[src/rtl/seg_scan_display.sv]
// Multiplexed common-anode 7-segment driver for two binary fields.
// Serial double-dabble conversion, prescaled digit scan and blink, all on CLOCK.
module seg_scan_display #(
    parameter int unsigned DIGITS_PER_FIELD = 2,
    parameter int unsigned FIELD_W          = 8,
    parameter int unsigned SCAN_DIV         = 1,
    parameter int unsigned BLINK_DIV        = 125
) (
    input  logic                            CLOCK,
    input  logic                            RESET,
    input  logic                            ENABLE,
    input  logic [FIELD_W-1:0]              FIELD_A,
    input  logic [FIELD_W-1:0]              FIELD_B,
    input  logic [1:0]                      BLINK_MASK,
    input  logic                            BLANK_LZ,
    output logic [6:0]                      seg,
    output logic [2*DIGITS_PER_FIELD-1:0]   an,
    output logic                            conv_done
);

    function automatic longint unsigned pow10(input int unsigned n);
        longint unsigned r;
        r = 1;
        for (int unsigned i = 0; i < n; i++) r = r * 10;
        return r;
    endfunction

    localparam int unsigned N          = 2 * DIGITS_PER_FIELD;
    localparam int unsigned IDX_W      = $clog2(N);
    localparam int unsigned SCAN_W     = (SCAN_DIV > 1) ? $clog2(SCAN_DIV) : 1;
    localparam int unsigned BLINK_W    = (BLINK_DIV > 1) ? $clog2(BLINK_DIV) : 1;
    localparam int unsigned CNT_W      = (FIELD_W > 1) ? $clog2(FIELD_W) : 1;
    localparam int unsigned BIN_DIGITS = (FIELD_W + 2) / 3;
    localparam int unsigned BCD_DIGITS = (BIN_DIGITS > DIGITS_PER_FIELD) ? BIN_DIGITS : DIGITS_PER_FIELD;
    localparam int unsigned BCD_W      = 4 * BCD_DIGITS;
    localparam int unsigned DISP_W     = 4 * DIGITS_PER_FIELD;
    localparam longint unsigned MAX_VAL = pow10(DIGITS_PER_FIELD) - 1;

    typedef enum logic [1:0] {IDLE, CONV_A, CONV_B, COMMIT} conv_state_t;

    // Double-dabble correction: add 3 to every nibble >= 5 before the shift.
    function automatic logic [BCD_W-1:0] add3(input logic [BCD_W-1:0] v);
        logic [BCD_W-1:0] r;
        r = v;
        for (int i = 0; i < int'(BCD_DIGITS); i++)
            if (r[4*i +: 4] >= 4'd5) r[4*i +: 4] = r[4*i +: 4] + 4'd3;
        return r;
    endfunction

    function automatic logic [6:0] seg_code(input logic [3:0] d);
        case (d)
            4'd0:    seg_code = 7'b1000000;
            4'd1:    seg_code = 7'b1111001;
            4'd2:    seg_code = 7'b0100100;
            4'd3:    seg_code = 7'b0110000;
            4'd4:    seg_code = 7'b0011001;
            4'd5:    seg_code = 7'b0010010;
            4'd6:    seg_code = 7'b0000010;
            4'd7:    seg_code = 7'b1111000;
            4'd8:    seg_code = 7'b0000000;
            4'd9:    seg_code = 7'b0010000;
            default: seg_code = 7'b1111111;
        endcase
    endfunction

    conv_state_t        state, next_state;
    logic [CNT_W-1:0]   cnt;
    logic               cnt_last;
    logic [FIELD_W-1:0] snap_a, snap_b;
    logic [BCD_W-1:0]   bcd_a, bcd_b;
    logic               wovf_a, wovf_b;
    logic [DISP_W-1:0]  disp_a, disp_b;
    logic               ovf_a, ovf_b;

    logic [SCAN_W-1:0]  presc;
    logic [IDX_W-1:0]   idx;
    logic [BLINK_W-1:0] bcnt;
    logic               phase;

    logic               sel_a, fld_ovf, lz_zero, blink_off, lz_off, show;
    logic [IDX_W-1:0]   pos;
    logic [DISP_W-1:0]  fld;
    logic [3:0]         nib;
    logic [6:0]         seg_c;
    logic [N-1:0]       an_c;

    // Converter state register
    always_ff @(posedge CLOCK) begin
        if (RESET) state <= IDLE;
        else       state <= next_state;
    end

    always_comb begin
        next_state = state;
        cnt_last   = (cnt == CNT_W'(FIELD_W - 1));
        case (state)
            IDLE:    next_state = CONV_A;
            CONV_A:  if (cnt_last) next_state = CONV_B;
            CONV_B:  if (cnt_last) next_state = COMMIT;
            COMMIT:  next_state = IDLE;
            default: next_state = IDLE;
        endcase
    end

    // Converter datapath and display registers
    always_ff @(posedge CLOCK) begin
        if (RESET) begin
            cnt       <= '0;
            snap_a    <= '0;
            snap_b    <= '0;
            bcd_a     <= '0;
            bcd_b     <= '0;
            wovf_a    <= 1'b0;
            wovf_b    <= 1'b0;
            disp_a    <= '0;
            disp_b    <= '0;
            ovf_a     <= 1'b0;
            ovf_b     <= 1'b0;
            conv_done <= 1'b0;
        end else begin
            conv_done <= (state == COMMIT);
            case (state)
                IDLE: begin
                    snap_a <= FIELD_A;
                    snap_b <= FIELD_B;
                    wovf_a <= (64'(FIELD_A) > MAX_VAL);
                    wovf_b <= (64'(FIELD_B) > MAX_VAL);
                    bcd_a  <= '0;
                    bcd_b  <= '0;
                    cnt    <= '0;
                end
                CONV_A: begin
                    bcd_a  <= BCD_W'({add3(bcd_a), snap_a[FIELD_W-1]});
                    snap_a <= snap_a << 1;
                    cnt    <= cnt_last ? '0 : cnt + CNT_W'(1);
                end
                CONV_B: begin
                    bcd_b  <= BCD_W'({add3(bcd_b), snap_b[FIELD_W-1]});
                    snap_b <= snap_b << 1;
                    cnt    <= cnt_last ? '0 : cnt + CNT_W'(1);
                end
                COMMIT: begin
                    disp_a <= bcd_a[DISP_W-1:0];
                    disp_b <= bcd_b[DISP_W-1:0];
                    ovf_a  <= wovf_a;
                    ovf_b  <= wovf_b;
                end
                default: ;
            endcase
        end
    end

    // Scan prescaler/index and blink phase
    always_ff @(posedge CLOCK) begin
        if (RESET) begin
            presc <= '0;
            idx   <= '0;
            bcnt  <= '0;
            phase <= 1'b1;
        end else begin
            if (presc == SCAN_W'(SCAN_DIV - 1)) begin
                presc <= '0;
                idx   <= (idx == IDX_W'(N - 1)) ? '0 : idx + IDX_W'(1);
            end else begin
                presc <= presc + SCAN_W'(1);
            end
            if (bcnt == BLINK_W'(BLINK_DIV - 1)) begin
                bcnt  <= '0;
                phase <= ~phase;
            end else begin
                bcnt  <= bcnt + BLINK_W'(1);
            end
        end
    end

    // Digit decode for the current scan index
    always_comb begin
        sel_a   = (idx >= IDX_W'(DIGITS_PER_FIELD));
        pos     = sel_a ? idx - IDX_W'(DIGITS_PER_FIELD) : idx;
        fld     = sel_a ? disp_a : disp_b;
        fld_ovf = sel_a ? ovf_a : ovf_b;
        nib     = 4'd0;
        lz_zero = 1'b1;
        for (int j = 0; j < int'(DIGITS_PER_FIELD); j++) begin
            if (IDX_W'(j) == pos) nib = fld[4*j +: 4];
            if (IDX_W'(j) >= pos && fld[4*j +: 4] != 4'd0) lz_zero = 1'b0;
        end
        blink_off = !phase && (sel_a ? BLINK_MASK[1] : BLINK_MASK[0]);
        lz_off    = BLANK_LZ && !fld_ovf && (pos != '0) && lz_zero;
        show      = ENABLE && !blink_off && !lz_off;
        seg_c     = !show ? 7'b1111111 : (fld_ovf ? 7'b0111111 : seg_code(nib));
        an_c      = show ? ~(N'(1) << idx) : '1;
    end

    always_ff @(posedge CLOCK) begin
        if (RESET) begin
            seg <= 7'b1111111;
            an  <= '1;
        end else begin
            seg <= seg_c;
            an  <= an_c;
        end
    end

endmodule
[config.mk]
export PLATFORM = sky130hd
export DESIGN_NAME = seg_scan_display
export DESIGN_NICKNAME = d
export VERILOG_FILES = /design/src/rtl/seg_scan_display.sv
export SDC_FILE = /design/constraint.sdc
export NUM_CORES = 1
export LEC_CHECK = 0
export ABC_AREA = 1
export CORE_ASPECT_RATIO = 1.75
export CORE_UTILIZATION = 42
export CTS_BUF_LIST = sky130_fd_sc_hd__clkbuf_16
export DETAILED_ROUTE_END_ITERATION = 10
export SYNTH_ARGS = -nofsm -noshare
export SYNTH_HDL_FRONTEND = slang
export SYNTH_SLANG_ARGS = --single-unit
[constraint.sdc]
create_clock -name CLOCK -period 2.4 [get_ports CLOCK]
set_input_delay 0.72 -clock CLOCK [delete_from_list [all_inputs] [get_ports CLOCK]]
set_output_delay 0.72 -clock CLOCK [all_outputs]
set_load 0.01 [all_outputs]
==> results.cfg <==
[synth]
synth_nets = 585
synth.mux.area_fraction = 0
synth_fa_ha_area_frac = 0.0863
combinational_family_with_the_most_area_after_synthesis = simple AND/OR/NAND/NOR gates
yosysWarnings = 0
sequential_area_share_after_synthesis = 0.409
syn-mean-instance-area_um2 = 7.30
syn-instance-count = 536
count_of_state_elements_after_synthesis = 80
synthSimpleGateAreaFrac = 0.242
synth_area_um2 = 3920
synthDistinctLibCells = 34
post_synth_xor_area_fraction = 0.00895
synth-compound-area-share = 0.156

[clock_network]
cts_tree = built
cts_buffer_depth = 2
clock_latency_ns = 0.33
ctsRootBufferMaster = sky130_fd_sc_hd__clkbuf_16
cts_num_sinks = 80
clk_transition_reported_paths_ns = 0.06
cts_inserted_buffers = 9
cts_post_setup_buffers_inserted = 0
htree_num_levels = 3

[sta]
achievable-frequency_ghz = 0.473
final.setup_skew_ns = 0.00450
final-max-slew-violation-count = 0
grt_setup_unrepaired = false
final-setup-viol-count = 0
finalHoldWorstSlack_ns = 0.461
setup_tns_ns = 0
tightestPinTransition_ns = 0.535
timing.final.hold_violations = 0
final_period_minus_worst_setup_slack_ns = 2.11
post-route-worst-setup-slack_ns = 0.288
period_share = 0.880
rel_slew_slack = 0.642

[power]
power.share.combinational = 0.311
clockPowerShare = 0.317
power.share.sequential = 0.372
internal-power_mw = 2.99
peakVddDrop_v = 0.000645
power_density_nw_per_um2 = 956
switching_share = 0.337
power.static_leakage_nw = 2.07
power.switching_mw = 1.52

[placed_design]
dp_hpwl_um = 6160
dpl.cell_count = 681
place_worst_setup_slack_ns = 0.223
post_dp_cell_area_um2 = 4400
gp_routability_congestion = 0.850
port_buffers = 33

[floorplan]
chipWidth_um = 75.0
io-pin-count = 34
start_util = 0.433
die_h_um = 130
core_region_area_um2 = 9040
placementRows = 46
die_area_um2 = 9730

[critical_path]
worstPathRequired_ns = 2.61
cp_max_fo = 6
timing.critical_path.to_type = register
start_kind = register
crit_type = reg2reg
cp.arrival_ns = 2.32

[layout]
final_nets = 621
insertedDiodeCount = 0
layout-drive-gt1-share = 0.0797
finalInstanceArea_um2 = 4710
stdcell_count = 697
area_growth_pct = 20.4

[global_route]
grt_pass1_wl_um = 14300
overall_track_demand_over_capacity_in_global_routing = 0.191
first_global_vias = 3357
grt_antenna_before_repair = 0
grt_max_degree = 29
global_route.overflow_total = 0

[min_path]
worstHoldPathType = reg2reg

[route]
drt-vias-per-instance = 4.91
route.detailed.drc = 0
drt_antenna_net_count = 0
wirelength_um = 8130
wl_per_cell_um = 11.7
number_of_vias_in_the_routed_layout = 3419
firstDrtPassIters = 4
drt_iter0_markers = 127

[outcome]
outcome = finished, final reports clean

[job]
maxCapViolCount = 0
[worst paths after layout]
path                                        startpoint                     to  slack (ns)  cells after the start
worst max register to register     idx[0]$_SDFFE_PP0N_      seg[3]$_SDFF_PP1_        0.29                     15
worst max-delay path               idx[0]$_SDFFE_PP0N_      seg[3]$_SDFF_PP1_        0.29                     15
worst min-delay path            snap_a[7]$_SDFFE_PP0P_  bcd_a[0]$_SDFFE_PP0P_        0.46                      2
worst min register to register  snap_a[7]$_SDFFE_PP0P_  bcd_a[0]$_SDFFE_PP0P_        0.46                      2
[cell usage after synthesis (all sizes together)]
cell      n  area [um2]
a22oi     3        22.5
o211ai    7        52.6
o31ai     1        7.51
o22ai     5        31.3
clkbuf   14        52.6
o311ai    2        17.5
nor3      3        15.0
inv      82         310
xnor2     2        17.5
xor2      2        17.5
ha       27         338
buf       4        18.8
nor3b     1        7.51
nor2     42         185
nand3    38         190
nand2   119         492
and2      1        6.26
a21oi    49         245
nand4     5        31.3
o21ai    42         214
conb      1        3.75
dfxtp    80        1600
or2       3        18.8
a31oi     3        18.8
[critical path, cell delays in order, from the launching register on]
cell	delay, ns
sky130_fd_sc_hd__dfxtp_2	0.35
sky130_fd_sc_hd__inv_1	0.08
sky130_fd_sc_hd__ha_1	0.32
sky130_fd_sc_hd__inv_1	0.09
sky130_fd_sc_hd__nand2_2	0.12
sky130_fd_sc_hd__nand2_1	0.08
sky130_fd_sc_hd__nand2_1	0.06
sky130_fd_sc_hd__nand2_1	0.04
sky130_fd_sc_hd__nand2_1	0.14
sky130_fd_sc_hd__inv_1	0.12
sky130_fd_sc_hd__ha_1	0.29
sky130_fd_sc_hd__nand2_1	0.06
sky130_fd_sc_hd__nand3_1	0.09
sky130_fd_sc_hd__nand2_1	0.05
sky130_fd_sc_hd__inv_1	0.05
sky130_fd_sc_hd__nand2_1	0.05
[repair_timing]
action | in CTS | in global routing
hold buffers | 0 | 0
endpoints found under the setup margin | 0 | 1
gates resized for setup | 0 | 1
[per-stage QoR]
stage	power (mW)	utilization
3_5_place_dp	3.12	0.487
6_report	4.51	0.522
4_1_cts	4.56	0.521
2_1_floorplan	2.72	-
3_3_place_gp	3.10	0.487
5_1_grt	4.85	0.522
[routing by layer]
| layer | up-vias | global-route usage | wire (um) |
|---|---|---|---|
| li1 | 1793 | - | - |
| met3 | 13 | 0.0340 | 190 |
| met2 | 45 | 0.360 | 4430 |
| met5 | - | 0 | 0 |
| met1 | 1568 | 0.195 | 3310 |
| met4 | 0 | 0.0888 | 196 |
[sequential cells by signal, indices dropped and copies added, names as in the netlist]
register and cells:
ovf_a 1, presc 1, disp_b 8, seg 7, bcnt 7, idx 2, state 2, cnt 3
an 4, bcd_a 8, wovf_a 1, snap_b 8, disp_a 8, bcd_b 8, conv_done 1, phase 1
ovf_b 1, wovf_b 1, snap_a 8
[logic make-up after synthesis]
kind of cell | count (synthesis)
other cells | 1
buf+inv | 100
simple gates | 212
fa+ha+maj | 27
flops | 80
compound gates | 112
xor+xnor | 4
[layout make-up]
type,instances,area (um2)
clock buffers,9,225
clock inverters,7,87.6
fillers,927,4320
inverters,82,310
multi-input cells,356,1930
flip-flops and latches,80,1600
well taps,120,150
repair buffers,43,405
[power groups by stage]
| stage | logic (mW) | clock network (mW) | registers (mW) |
|---|---|---|---|
| 3_3_place_gp | 1.40 | 0 | 1.70 |
| 4_1_cts | 1.42 | 1.46 | 1.68 |
| 2_1_floorplan | 1.03 | 0 | 1.69 |
| 3_5_place_dp | 1.41 | 0 | 1.71 |
| 5_1_grt | 1.62 | 1.53 | 1.71 |
| 6_report | 1.40 | 1.43 | 1.68 |
[cells in the final DEF (no fill, tap or decap), types with 3 or more instances in the layout]
master,instances
sky130_fd_sc_hd__a21oi_1,49
sky130_fd_sc_hd__a22oi_1,3
sky130_fd_sc_hd__a31oi_1,3
sky130_fd_sc_hd__buf_4,10
sky130_fd_sc_hd__clkbuf_16,9
sky130_fd_sc_hd__clkdlybuf4s50_1,33
sky130_fd_sc_hd__dfxtp_1,79
sky130_fd_sc_hd__ha_1,27
sky130_fd_sc_hd__inv_1,80
sky130_fd_sc_hd__nand2_1,109
sky130_fd_sc_hd__nand2_2,6
sky130_fd_sc_hd__nand2_4,4
sky130_fd_sc_hd__nand3_1,38
sky130_fd_sc_hd__nand4_1,5
sky130_fd_sc_hd__nor2_1,37
sky130_fd_sc_hd__nor2_4,3
sky130_fd_sc_hd__nor3_1,3
sky130_fd_sc_hd__o211ai_1,7
sky130_fd_sc_hd__o21ai_0,40
sky130_fd_sc_hd__o22ai_1,5
No activity file was read; power rests on OpenSTA's default activity.
